`src/rtl/turkey_gun_pkg.sv`:
```
`default_nettype none
// +----------------------------------------------------------------------------+
// | turkey_gun_pkg: shared types and default constants for the gun controller. |
// | Revision: 1.0                                                              |
// +----------------------------------------------------------------------------+
package turkey_gun_pkg;

    typedef enum logic [1:0] {
        IDLE = 2'd0,
        SLOW = 2'd1,
        FAST = 2'd2
    } axis_state_t;

    typedef enum logic [1:0] {
        NONE = 2'd0,
        NEG  = 2'd1,
        POS  = 2'd2
    } dir_t;

    localparam int unsigned W_DEF           = 6;
    localparam int unsigned POS_MAX_DEF     = 63;
    localparam int unsigned POS_CENTER_DEF  = 32;
    localparam int unsigned SLOW_DIV_DEF    = 4;
    localparam int unsigned FAST_DIV_DEF    = 1;
    localparam int unsigned ACCEL_STEPS_DEF = 8;

endpackage
`default_nettype wire

```
`src/rtl/gun_axis.sv`:
```
`default_nettype none
// +----------------------------------------------------------------------------+
// | gun_axis: one crosshair axis with slow/fast ramp FSM and clamped position. |
// | Revision: 1.0                                                              |
// +----------------------------------------------------------------------------+
module gun_axis
    import turkey_gun_pkg::*;
#(
    parameter int unsigned W           = W_DEF,
    parameter int unsigned POS_MAX     = POS_MAX_DEF,
    parameter int unsigned POS_CENTER  = POS_CENTER_DEF,
    parameter int unsigned SLOW_DIV    = SLOW_DIV_DEF,
    parameter int unsigned FAST_DIV    = FAST_DIV_DEF,
    parameter int unsigned ACCEL_STEPS = ACCEL_STEPS_DEF
) (
    input  logic         clk,
    input  logic         rst,
    input  logic         tick_i,
    input  logic         center_i,
    input  logic         neg_i,
    input  logic         pos_i,
    output logic [W-1:0] pos_o,
    output logic         changed_o
);

    localparam int unsigned DIV_MAX = (SLOW_DIV > FAST_DIV) ? SLOW_DIV : FAST_DIV;
    localparam int unsigned DIV_W   = $clog2(DIV_MAX + 1);
    localparam int unsigned STEP_W  = $clog2(ACCEL_STEPS + 1);

    axis_state_t        state_q, state_d;
    dir_t               dir_q, dir_d, dir_in;
    logic [DIV_W-1:0]   div_q, div_d, div_inc;
    logic [STEP_W-1:0]  steps_q, steps_d, steps_inc;
    logic [W-1:0]       pos_q, pos_d;
    logic               do_step;

    assign div_inc   = div_q + DIV_W'(1);
    assign steps_inc = steps_q + STEP_W'(1);

    always_comb begin
        if (neg_i && !pos_i)      dir_in = NEG;
        else if (pos_i && !neg_i) dir_in = POS;
        else                      dir_in = NONE;
    end

    always_comb begin
        state_d = state_q;
        dir_d   = dir_q;
        div_d   = div_q;
        steps_d = steps_q;
        do_step = 1'b0;
        if (center_i) begin
            state_d = IDLE;
            dir_d   = NONE;
            div_d   = '0;
            steps_d = '0;
        end else if (tick_i) begin
            if (dir_in == NONE) begin
                state_d = IDLE;
                dir_d   = NONE;
                div_d   = '0;
                steps_d = '0;
            end else if (state_q == IDLE || dir_in != dir_q) begin
                // Fresh press or reversal: step at once and restart the ramp.
                do_step = 1'b1;
                dir_d   = dir_in;
                div_d   = '0;
                steps_d = STEP_W'(1);
                state_d = (state_q == IDLE && ACCEL_STEPS <= 1) ? FAST : SLOW;
            end else if (state_q == SLOW) begin
                if (div_inc == DIV_W'(SLOW_DIV)) begin
                    do_step = 1'b1;
                    div_d   = '0;
                    steps_d = steps_inc;
                    if (steps_inc >= STEP_W'(ACCEL_STEPS)) state_d = FAST;
                end else begin
                    div_d = div_inc;
                end
            end else begin
                if (div_inc == DIV_W'(FAST_DIV)) begin
                    do_step = 1'b1;
                    div_d   = '0;
                end else begin
                    div_d = div_inc;
                end
            end
        end
    end

    always_comb begin
        pos_d = pos_q;
        if (center_i) begin
            pos_d = W'(POS_CENTER);
        end else if (do_step) begin
            if (dir_d == NEG && pos_q != '0)                pos_d = pos_q - W'(1);
            else if (dir_d == POS && pos_q != W'(POS_MAX))  pos_d = pos_q + W'(1);
        end
    end

    assign changed_o = !center_i && (pos_d != pos_q);
    assign pos_o     = pos_q;

    always_ff @(posedge clk) begin
        if (rst) begin
            state_q <= IDLE;
            dir_q   <= NONE;
            div_q   <= '0;
            steps_q <= '0;
            pos_q   <= W'(POS_CENTER);
        end else begin
            state_q <= state_d;
            dir_q   <= dir_d;
            div_q   <= div_d;
            steps_q <= steps_d;
            pos_q   <= pos_d;
        end
    end

endmodule
`default_nettype wire

```
`src/rtl/turkey_gun_ctrl.sv`:
```
`default_nettype none
// +----------------------------------------------------------------------------+
// | turkey_gun_ctrl: joystick to 6-bit gun crosshair, paced by the 4 ms tick.  |
// | Revision: 1.0                                                              |
// +----------------------------------------------------------------------------+
module turkey_gun_ctrl
    import turkey_gun_pkg::*;
#(
    parameter int unsigned W           = W_DEF,
    parameter int unsigned POS_MAX     = POS_MAX_DEF,
    parameter int unsigned POS_CENTER  = POS_CENTER_DEF,
    parameter int unsigned SLOW_DIV    = SLOW_DIV_DEF,
    parameter int unsigned FAST_DIV    = FAST_DIV_DEF,
    parameter int unsigned ACCEL_STEPS = ACCEL_STEPS_DEF
) (
    input  logic         clock_12,
    input  logic         reset,
    input  logic         tick_4ms,
    input  logic         btn_left,
    input  logic         btn_right,
    input  logic         btn_up,
    input  logic         btn_down,
    input  logic         btn_center,
    output logic [W-1:0] gun_h,
    output logic [W-1:0] gun_v,
    output logic         step_strobe
);

    logic tick_q;
    logic tick_edge;
    logic changed_h, changed_v;
    logic strobe_q;

    // tick_q resets high so a tick already asserted at release is not an edge.
    assign tick_edge = tick_4ms & ~tick_q;

    gun_axis #(
        .W(W), .POS_MAX(POS_MAX), .POS_CENTER(POS_CENTER),
        .SLOW_DIV(SLOW_DIV), .FAST_DIV(FAST_DIV), .ACCEL_STEPS(ACCEL_STEPS)
    ) u_axis_h (
        .clk       (clock_12),
        .rst       (reset),
        .tick_i    (tick_edge),
        .center_i  (btn_center),
        .neg_i     (btn_left),
        .pos_i     (btn_right),
        .pos_o     (gun_h),
        .changed_o (changed_h)
    );

    gun_axis #(
        .W(W), .POS_MAX(POS_MAX), .POS_CENTER(POS_CENTER),
        .SLOW_DIV(SLOW_DIV), .FAST_DIV(FAST_DIV), .ACCEL_STEPS(ACCEL_STEPS)
    ) u_axis_v (
        .clk       (clock_12),
        .rst       (reset),
        .tick_i    (tick_edge),
        .center_i  (btn_center),
        .neg_i     (btn_up),
        .pos_i     (btn_down),
        .pos_o     (gun_v),
        .changed_o (changed_v)
    );

    always_ff @(posedge clock_12) begin
        if (reset) begin
            tick_q   <= 1'b1;
            strobe_q <= 1'b0;
        end else begin
            tick_q   <= tick_4ms;
            strobe_q <= changed_h | changed_v;
        end
    end

    assign step_strobe = strobe_q;

endmodule
`default_nettype wire

```
`config.mk`:
```
export PLATFORM = sky130hd
export DESIGN_NAME = turkey_gun_ctrl
export DESIGN_NICKNAME = d
export VERILOG_FILES = /design/src/rtl/turkey_gun_pkg.sv /design/src/rtl/gun_axis.sv /design/src/rtl/turkey_gun_ctrl.sv
export SDC_FILE = /design/constraint.sdc
export NUM_CORES = 1
export LEC_CHECK = 0
export ABC_CLOCK_PERIOD_IN_PS = 3300
export BUFFER_PORTS_ARGS = -buffer_cell sky130_fd_sc_hd__buf_2
export CAP_MARGIN = 20
export CELL_PAD_IN_SITES_DETAIL_PLACEMENT = 1
export CELL_PAD_IN_SITES_GLOBAL_PLACEMENT = 1
export CORE_ASPECT_RATIO = 2
export CORE_MARGIN = 2
export CORE_UTILIZATION = 44
export DETAILED_ROUTE_END_ITERATION = 8
export MAX_ROUTING_LAYER = met4
export PLACE_DENSITY = 0.85
export SLEW_MARGIN = 20
export SYNTH_ARGS = -nofsm -noshare
export SYNTH_HDL_FRONTEND = slang
export SYNTH_SLANG_ARGS = --single-unit
```
`constraint.sdc`:
```
create_clock -name clock_12 -period 3.3 [get_ports clock_12]
set_clock_uncertainty 0.05 [all_clocks]
set_input_delay 0.33 -clock clock_12 [delete_from_list [all_inputs] [get_ports clock_12]]
set_output_delay 0.33 -clock clock_12 [all_outputs]
set_load 0.01 [all_outputs]
```
======== Yosys cells after proc, flatten, opt, wreduce, memory -nomap -nowiden ========
Index checks and enable logic that the tools add are counted.
storage, ports and cells
  input bits .............................. 8
  output and inout port bits .............. 13
  flip-flop bits (word level) ............. 36
  word-level logic and storage cells ...... 137
cells by class
  bitwise logic cells ..................... 3
  equality and inequality tests ........... 16
  reduce and logical (&&, ||, !) cells .... 34
  multiplexer cells ....................... 62
  $lt $le $gt $ge ......................... 2
  add/subtract/negate cells ............... 8
operators with widths
  operator                                          count
  two-way mux 6 bit                                 8
  two-way mux 2 bit                                 22
  two-way mux 4 bit                                 8
  two-way mux 3 bit                                 10
  nonzero test 3 bit                                6
  two-way mux 1 bit                                 14
  adder 6 x 1 -> 6 bit, second input constant       2
  != test 6 bit                                     2
  != test 6 bit, second input constant              2
  nonzero test 6 bit                                2
  subtractor 6 x 1 -> 6 bit, second input constant  2
  logical AND 1 bit                                 10
  adder 4 x 1 -> 4 bit, second input constant       2
  == test 2 x 1 -> 1 bit, second input constant     4
  >= comparator 4 bit, second input constant        2
  logical NOT 2 bit                                 4
  AND reduction 4 bit                               2
  adder 3 x 1 -> 3 bit, second input constant       2
  == test 3 x 1 -> 1 bit, second input constant     2
  == test 3 bit, second input constant              2
  AND reduction 3 bit                               2
  logical NOT 1 bit                                 5
  == test 2 bit, second input constant              2
  != test 2 bit                                     2
  other kinds (5)                                   6

======== Longest topological paths before layout ========
  word-level depth ........................ 19
  gate-level depth with buffers ........... 10
  mapped depth without buffers ............ 8

======== Cells and area by module ========
A second synthesis with hierarchy kept.
second synthesis, totals
  cell total of the unflattened synthesis .. 302
  area total of the unflattened synthesis .. 2572.5 µm²
modules (own cells, without submodules)
  module                area each (µm²)  seq. area each (µm²)  cells an instance  instances
  gun_axis at u_axis_v  1310.0           340.3                 152                1
  gun_axis at u_axis_h  1199.9           340.3                 145                1
  turkey_gun_ctrl       62.6             40.0                  5                  1

======== Least setup slack after synthesis ========
No wires, ideal clock.
  path type ............................... in2reg
  from .................................... input btn_up
  to ...................................... register u_axis_v.pos_q[2], in the netlist u_axis_v.pos_o[2]
  buffers on the path ..................... 2
  cell stages on the path ................. 10
  data arrival time ....................... 2.388 ns
  path slack .............................. 0.792 ns
  data required time ...................... 3.180 ns
  cell sequence ........................... inv_1 ha_1 and4bb_2 a21oi_1 or4_1 buf_6 a21o_1 buf_6 or3_1 a21oi_1
on the way
  cells in the longest elaborated chain, start to end .. 16
  elaborated cells between the ends (all ways) .. 24
  those cells by class .................... 3 x eq/ne; 14 x mux; 7 x reduce/logical
RTL lines
  element                line                   text
  start, declared        turkey_gun_ctrl.sv:21  input logic btn_up,
  logical NOT 1 bit      gun_axis.sv:42         else if (pos_i && !neg_i) dir_in = POS;
  logical AND 1 bit      gun_axis.sv:42
  two-way mux 2 bit      gun_axis.sv:42
  two-way mux 2 bit (*)  gun_axis.sv:41         if (neg_i && !pos_i) dir_in = NEG;
  != test 2 bit          gun_axis.sv:63         end else if (state_q == IDLE || dir_in != dir_q) begin
  logical OR 1 bit       gun_axis.sv:63
  two-way mux 2 bit      gun_axis.sv:63
  two-way mux 2 bit      gun_axis.sv:58         if (dir_in == NONE) begin
  two-way mux 2 bit      gun_axis.sv:57         end else if (tick_i) begin
  two-way mux 2 bit      gun_axis.sv:52         if (center_i) begin
  == test 2 bit          gun_axis.sv:96         else if (dir_d == POS && pos_q != W'(POS_MAX)) pos_d = pos_q + W'(1);
  logical AND 1 bit      gun_axis.sv:96
  two-way mux 6 bit      gun_axis.sv:96
  two-way mux 6 bit      gun_axis.sv:95         if (dir_d == NEG && pos_q != '0) pos_d = pos_q - W'(1);
  two-way mux 6 bit (*)  gun_axis.sv:94         end else if (do_step) begin
  two-way mux 6 bit (*)  gun_axis.sv:92         if (center_i) begin
  end signal, assigned   gun_axis.sv:109        pos_q <= W'(POS_CENTER);
  end signal, assigned   gun_axis.sv:115        pos_q <= pos_d;
  end, declared          gun_axis.sv:34         logic [W-1:0] pos_q, pos_d;
Every way passes the cells marked *; elsewhere a longest branch is shown, timed or not.
A chain may end at the register's enable or synchronous reset.

======== Worst setup path in the final report ========
  from .................................... register u_axis_h.div_q[0]
  to ...................................... register u_axis_h.pos_q[3], in the netlist u_axis_h.pos_o[3]
on the way
  cells in the longest elaborated chain, start to end .. 10
  elaborated cells between the ends (all ways) .. 12
  those cells by class .................... 1 x add/sub; 2 x eq/ne; 9 x mux
RTL lines
  element                                                  line                            text
  start, declared                                          gun_axis.sv:32                  logic [DIV_W-1:0] div_q, div_d, div_inc;
  start signal, assigned                                   gun_axis.sv:113                 div_q <= div_d;
  adder 3 x 1 -> 3 bit (*)                                 gun_axis.sv:37                  assign div_inc = div_q + DIV_W'(1);
  == test 3 x 1 -> 1 bit or == test 3 bit (tied branches)  gun_axis.sv:80, gun_axis.sv:71
  two-way mux 1 bit, on equally long branches              gun_axis.sv:80, gun_axis.sv:71
  two-way mux 1 bit (*)                                    gun_axis.sv:70                  end else if (state_q == SLOW) begin
  two-way mux 1 bit (*)                                    gun_axis.sv:63
  two-way mux 1 bit (*)                                    gun_axis.sv:58
  two-way mux 1 bit (*)                                    gun_axis.sv:57
  two-way mux 1 bit (*)                                    gun_axis.sv:52
  two-way mux 6 bit (*)                                    gun_axis.sv:94
  two-way mux 6 bit (*)                                    gun_axis.sv:92
  end signal, assigned                                     gun_axis.sv:109
  end signal, assigned                                     gun_axis.sv:115
  end, declared                                            gun_axis.sv:34
Marks and branches as above.

==> metrics.md <==
| Metric | Value |
|---|---|
| Status | `completed` |
| Crit-path cells | `ha_1, xnor2_1, or2_2, a311oi_1, o21ai_1, or3_1, a21oi_1` |
| Slowest-stage cell, CP | `a311oi_1` |
| Critical path launch point type | `flip-flop` |
| Synthesis-to-finish area growth | `9.36%` |
| Relative slew slack | `52.5%` |
| First-pass GRT wire length | `9600 um` |
| Vias in the first global route | `2140` |
| Tot GR Track Use | `23.5%` |
| Synth Area in XOR/XNOR | `4.37%` |
| Vias/cell | `5.94` |
| Ports | `21` |
| H-tree Lvls | `2` |
| Worst Setup SP | `u_axis_h.div_q[0]` |
| Fill count | `611` |
| Tmin final | `2.68 ns` |
| Resize count post-CTS | `0` |
| Final setup vio count | `0` |
| GRT overflow | `0` |
| WP depth | `7` |
| DRT antenna net count | `0` |
| Max-cap violations | `0` |
| DR WL/cell | `16.5 um` |
| Hold_buf cts | `0` |
| Max incr delay on CP | `0.52 ns` |
| Crit Reg-Reg Endpoint | `u_axis_h.pos_o[3]` |
| GPL Wtd Cong | `0.794` |
| Final Hold Fails | `0` |
| DRC Markers | `0` |
| Initial antenna violation count | `0` |
| CTS tree | `yes` |
| Placed cells | `336` |
| Inserted Diodes | `0` |
| Worst-margin pin slew | `0.706 ns` |
| CP top delay family | `compound AO/OA/AOI/OAI gates` |
| NumNets Final | `312` |
| Non-filler cells, final | `344` |
| Buffers added on ports | `20` |
| CTS root buffer | `clkbuf_8` |
| Lkg Pwr | `0.937 nW` |
| Ys async rst share | `0%` |
| Netlist Area Pre-Place | `2210 um2` |
| Post-synthesis simple-gate area fraction | `27.5%` |
| M1 wire length | `2150 um` |
| Clk slew on worst S/H paths | `0.07 ns` |
| Clk Latency, worst-skew pair | `0.30 ns` |
| Met2 wire len | `3250 um` |
| CP max FO | `10` |
| Final period util | `81.3%` |
| CP arrival | `2.86 ns` |
| Vias | `2044` |
| Largest net degree at the start of global routing | `26` |
| Power per cell area | `344 nW/um2` |
| VDD IR max | `296 uV` |
| Die extent in y | `104 um` |
| R2R Path Start | `u_axis_h.div_q[0]` |
| Placed wire-length estimate | `4220 um` |
| Met3 wire length | `123 um` |
| Synth Area in Adders | `10.2%` |
| Top FF cell, synth | `dfxtp_1` |
| TritonRoute pass-1 iters | `4` |
| #FFs+latches synth | `36` |
| WL final | `5660 um` |
| Die Area | `5630 um2` |
| Post-synthesis sequential area ratio | `32.7%` |
| Setup crit end | `u_axis_h.pos_o[3]` |
| Hold crit path type | `input port to flip-flop` |
| Max Clk Rate | `373 MHz` |
| Largest family of logic cells by synthesized area | `simple AND/OR/NAND/NOR gates` |
| Final TNS setup | `0 ns` |
| EDFF count, synth | `0` |
| Syn_nets | `294` |
| First DRT Iteration DRCs | `18` |
| CTS max path bufs | `2` |
| Synth Area in Compound Gates | `15.1%` |
| Die width | `54.1 um` |
| Site Rows | `36` |
| Synthesized area per cell | `8.23 um2` |
| Max-slew violations | `0` |
| Worst path bufs/invs | `0` |
| Reg2reg setup slack | `0.62 ns` |
| Worst R2R Path Depth | `7` |
| Library cells used by synthesis | `47` |
| Initial core utilization | `45.3%` |
| CP Data Required Time | `3.48 ns` |
| RSZ-0062 raised after global routing | `false` |
| Top Layer Used | `met4` |
| Area taken by flip-flops and latches | `721 um2` |
| CTS Sinks | `36` |
| Layout cell share with drive strength beyond 1 | `13.6%` |
| Crit. End Element | `flip-flop` |
| Gate Count Post-Synth | `268` |
| Area of the multi-input gates | `1370 um2` |
| Postcts setup bufs | `0` |
| Critical path class | `flip-flop to flip-flop` |
| Yosys Warn Count | `0` |
| Post-synthesis mux area share | `4.88%` |
| Number of buffers created by CTS | `5` |
| Core area | `4860 um2` |
[metal layers]
| metal | GRT usage, % | up-vias |
|---|---|---|
| met1 | 23.9 | 1015 |
| met4 | 11.3 | 0 |
| met2 | 41.4 | 26 |
| li1 | - | 992 |
| met5 | - | - |
| met3 | 3.02 | 11 |
[layout by cell type (no fill, tap or decap), types with 5 or more instances in the layout]
master,Yosys,final
and3_1,5,5
ha_1,18,18
a31oi_1,9,9
a21oi_1,24,24
nand2b_1,5,5
nand3_1,15,15
nand2_1,13,13
dfxtp_1,36,36
nor2_1,24,24
xnor2_1,6,6
buf_2,2,20
xor2_1,5,5
clkbuf_8,0,6
or3_1,9,9
nor3_1,13,13
mux2i_1,7,7
o21ai_0,13,13
inv_1,14,14
[logic make-up (layout without fill, tap and decap cells)]
group,count (synthesis),count (layout)
buffers and inverters,24,43
xor gates and xnor gates,11,11
and+or+nand+nor,111,111
adders and majority gates,18,18
muxes,10,10
AOI/OAI and AO/OA,58,58
DFF,36,36
[how the worst min path moves through the flow]
stage	from	cells past startpoint	endpoint
after detailed placement	u_axis_h.steps_q[1]	2	u_axis_h.steps_q[1]
after CTS	reset	2	tick_q
after global placement	u_axis_h.steps_q[2]	2	u_axis_h.steps_q[2]
after floorplan	reset	1	tick_q
final	reset	2	tick_q
after global routing	reset	2	tick_q
[synth_stat cells, types with 2 or more instances]
| master | instances | area share, % |
|---|---|---|
| dfxtp_1 | 36 | 33 |
| or4_1 | 3 | 1.0 |
| or3_1 | 9 | 2.6 |
| o21ai_0 | 13 | 2.9 |
| clkbuf_1 | 5 | 0.85 |
| or2_2 | 3 | 0.85 |
| a211oi_1 | 2 | 0.68 |
| nand2b_1 | 5 | 1.4 |
| nand3b_1 | 3 | 1.0 |
| a31oi_1 | 9 | 2.6 |
| xor2_1 | 5 | 2.0 |
| nor3_1 | 13 | 2.9 |
| nand2_1 | 13 | 2.2 |
| nor2_1 | 24 | 4.1 |
| nand4b_1 | 2 | 0.79 |
| nor4_1 | 3 | 0.85 |
| ha_1 | 18 | 10 |
| nor3b_1 | 2 | 0.68 |
| and3_1 | 5 | 1.4 |
| a21oi_1 | 24 | 5.4 |
| buf_6 | 3 | 1.5 |
| inv_1 | 14 | 2.4 |
| xnor2_1 | 6 | 2.4 |
| nand3_1 | 15 | 3.4 |
| and4bb_2 | 2 | 1.1 |
| buf_2 | 2 | 0.45 |
| mux2i_1 | 7 | 3.2 |
| nor2b_1 | 3 | 0.85 |
[worst reg2reg max path, delay by kind of cell, from the launching register on]
family          cells  cell delay (ns)
compound gates      3             1.03
xor+xnor            1             0.15
fa+ha+maj           1             0.25
flops               1             0.35
simple gates        2             0.78
[area by class of cell]
| class | instances | share of cell area [%] |
|---|---|---|
| clock buffer | 8 | 3.73 |
| multi-input combinational | 208 | 56.8 |
| timing repair buffer | 21 | 4.46 |
| inverter | 14 | 2.18 |
| tap | 57 | 2.96 |
| sequential | 36 | 29.9 |
[flip-flops by register name, indices dropped and copies added, names as in the netlist]
register          count
step_strobe           1
tick_q                1
u_axis_h.dir_q        2
u_axis_h.div_q        3
u_axis_h.pos_o        6
u_axis_h.state_q      2
u_axis_h.steps_q      4
u_axis_v.dir_q        2
u_axis_v.div_q        3
u_axis_v.pos_o        6
u_axis_v.state_q      2
u_axis_v.steps_q      4
[stage by stage]
stage	hold WS [ns]	cell area [um2]	util, %	power [mW]	setup WS (ns)
4_1_cts	0.209	2410	49.6	0.840	0.591
6_report	0.217	2410	49.6	0.829	0.619
3_3_place_gp	0.413	2320	47.7	0.500	0.552
2_1_floorplan	0.384	2210	-	0.486	0.792
3_5_place_dp	0.444	2320	47.7	0.503	0.479
5_1_grt	0.233	2410	49.6	0.861	0.361
[where the power goes]
part	internal [mW]	switching (mW)
Combinational	0.0196	0.0348
Clock	0.170	0.166
Sequential	0.436	0.00234
Total	0.626	0.203
Note: power is estimated with default switching activity, not from simulation.
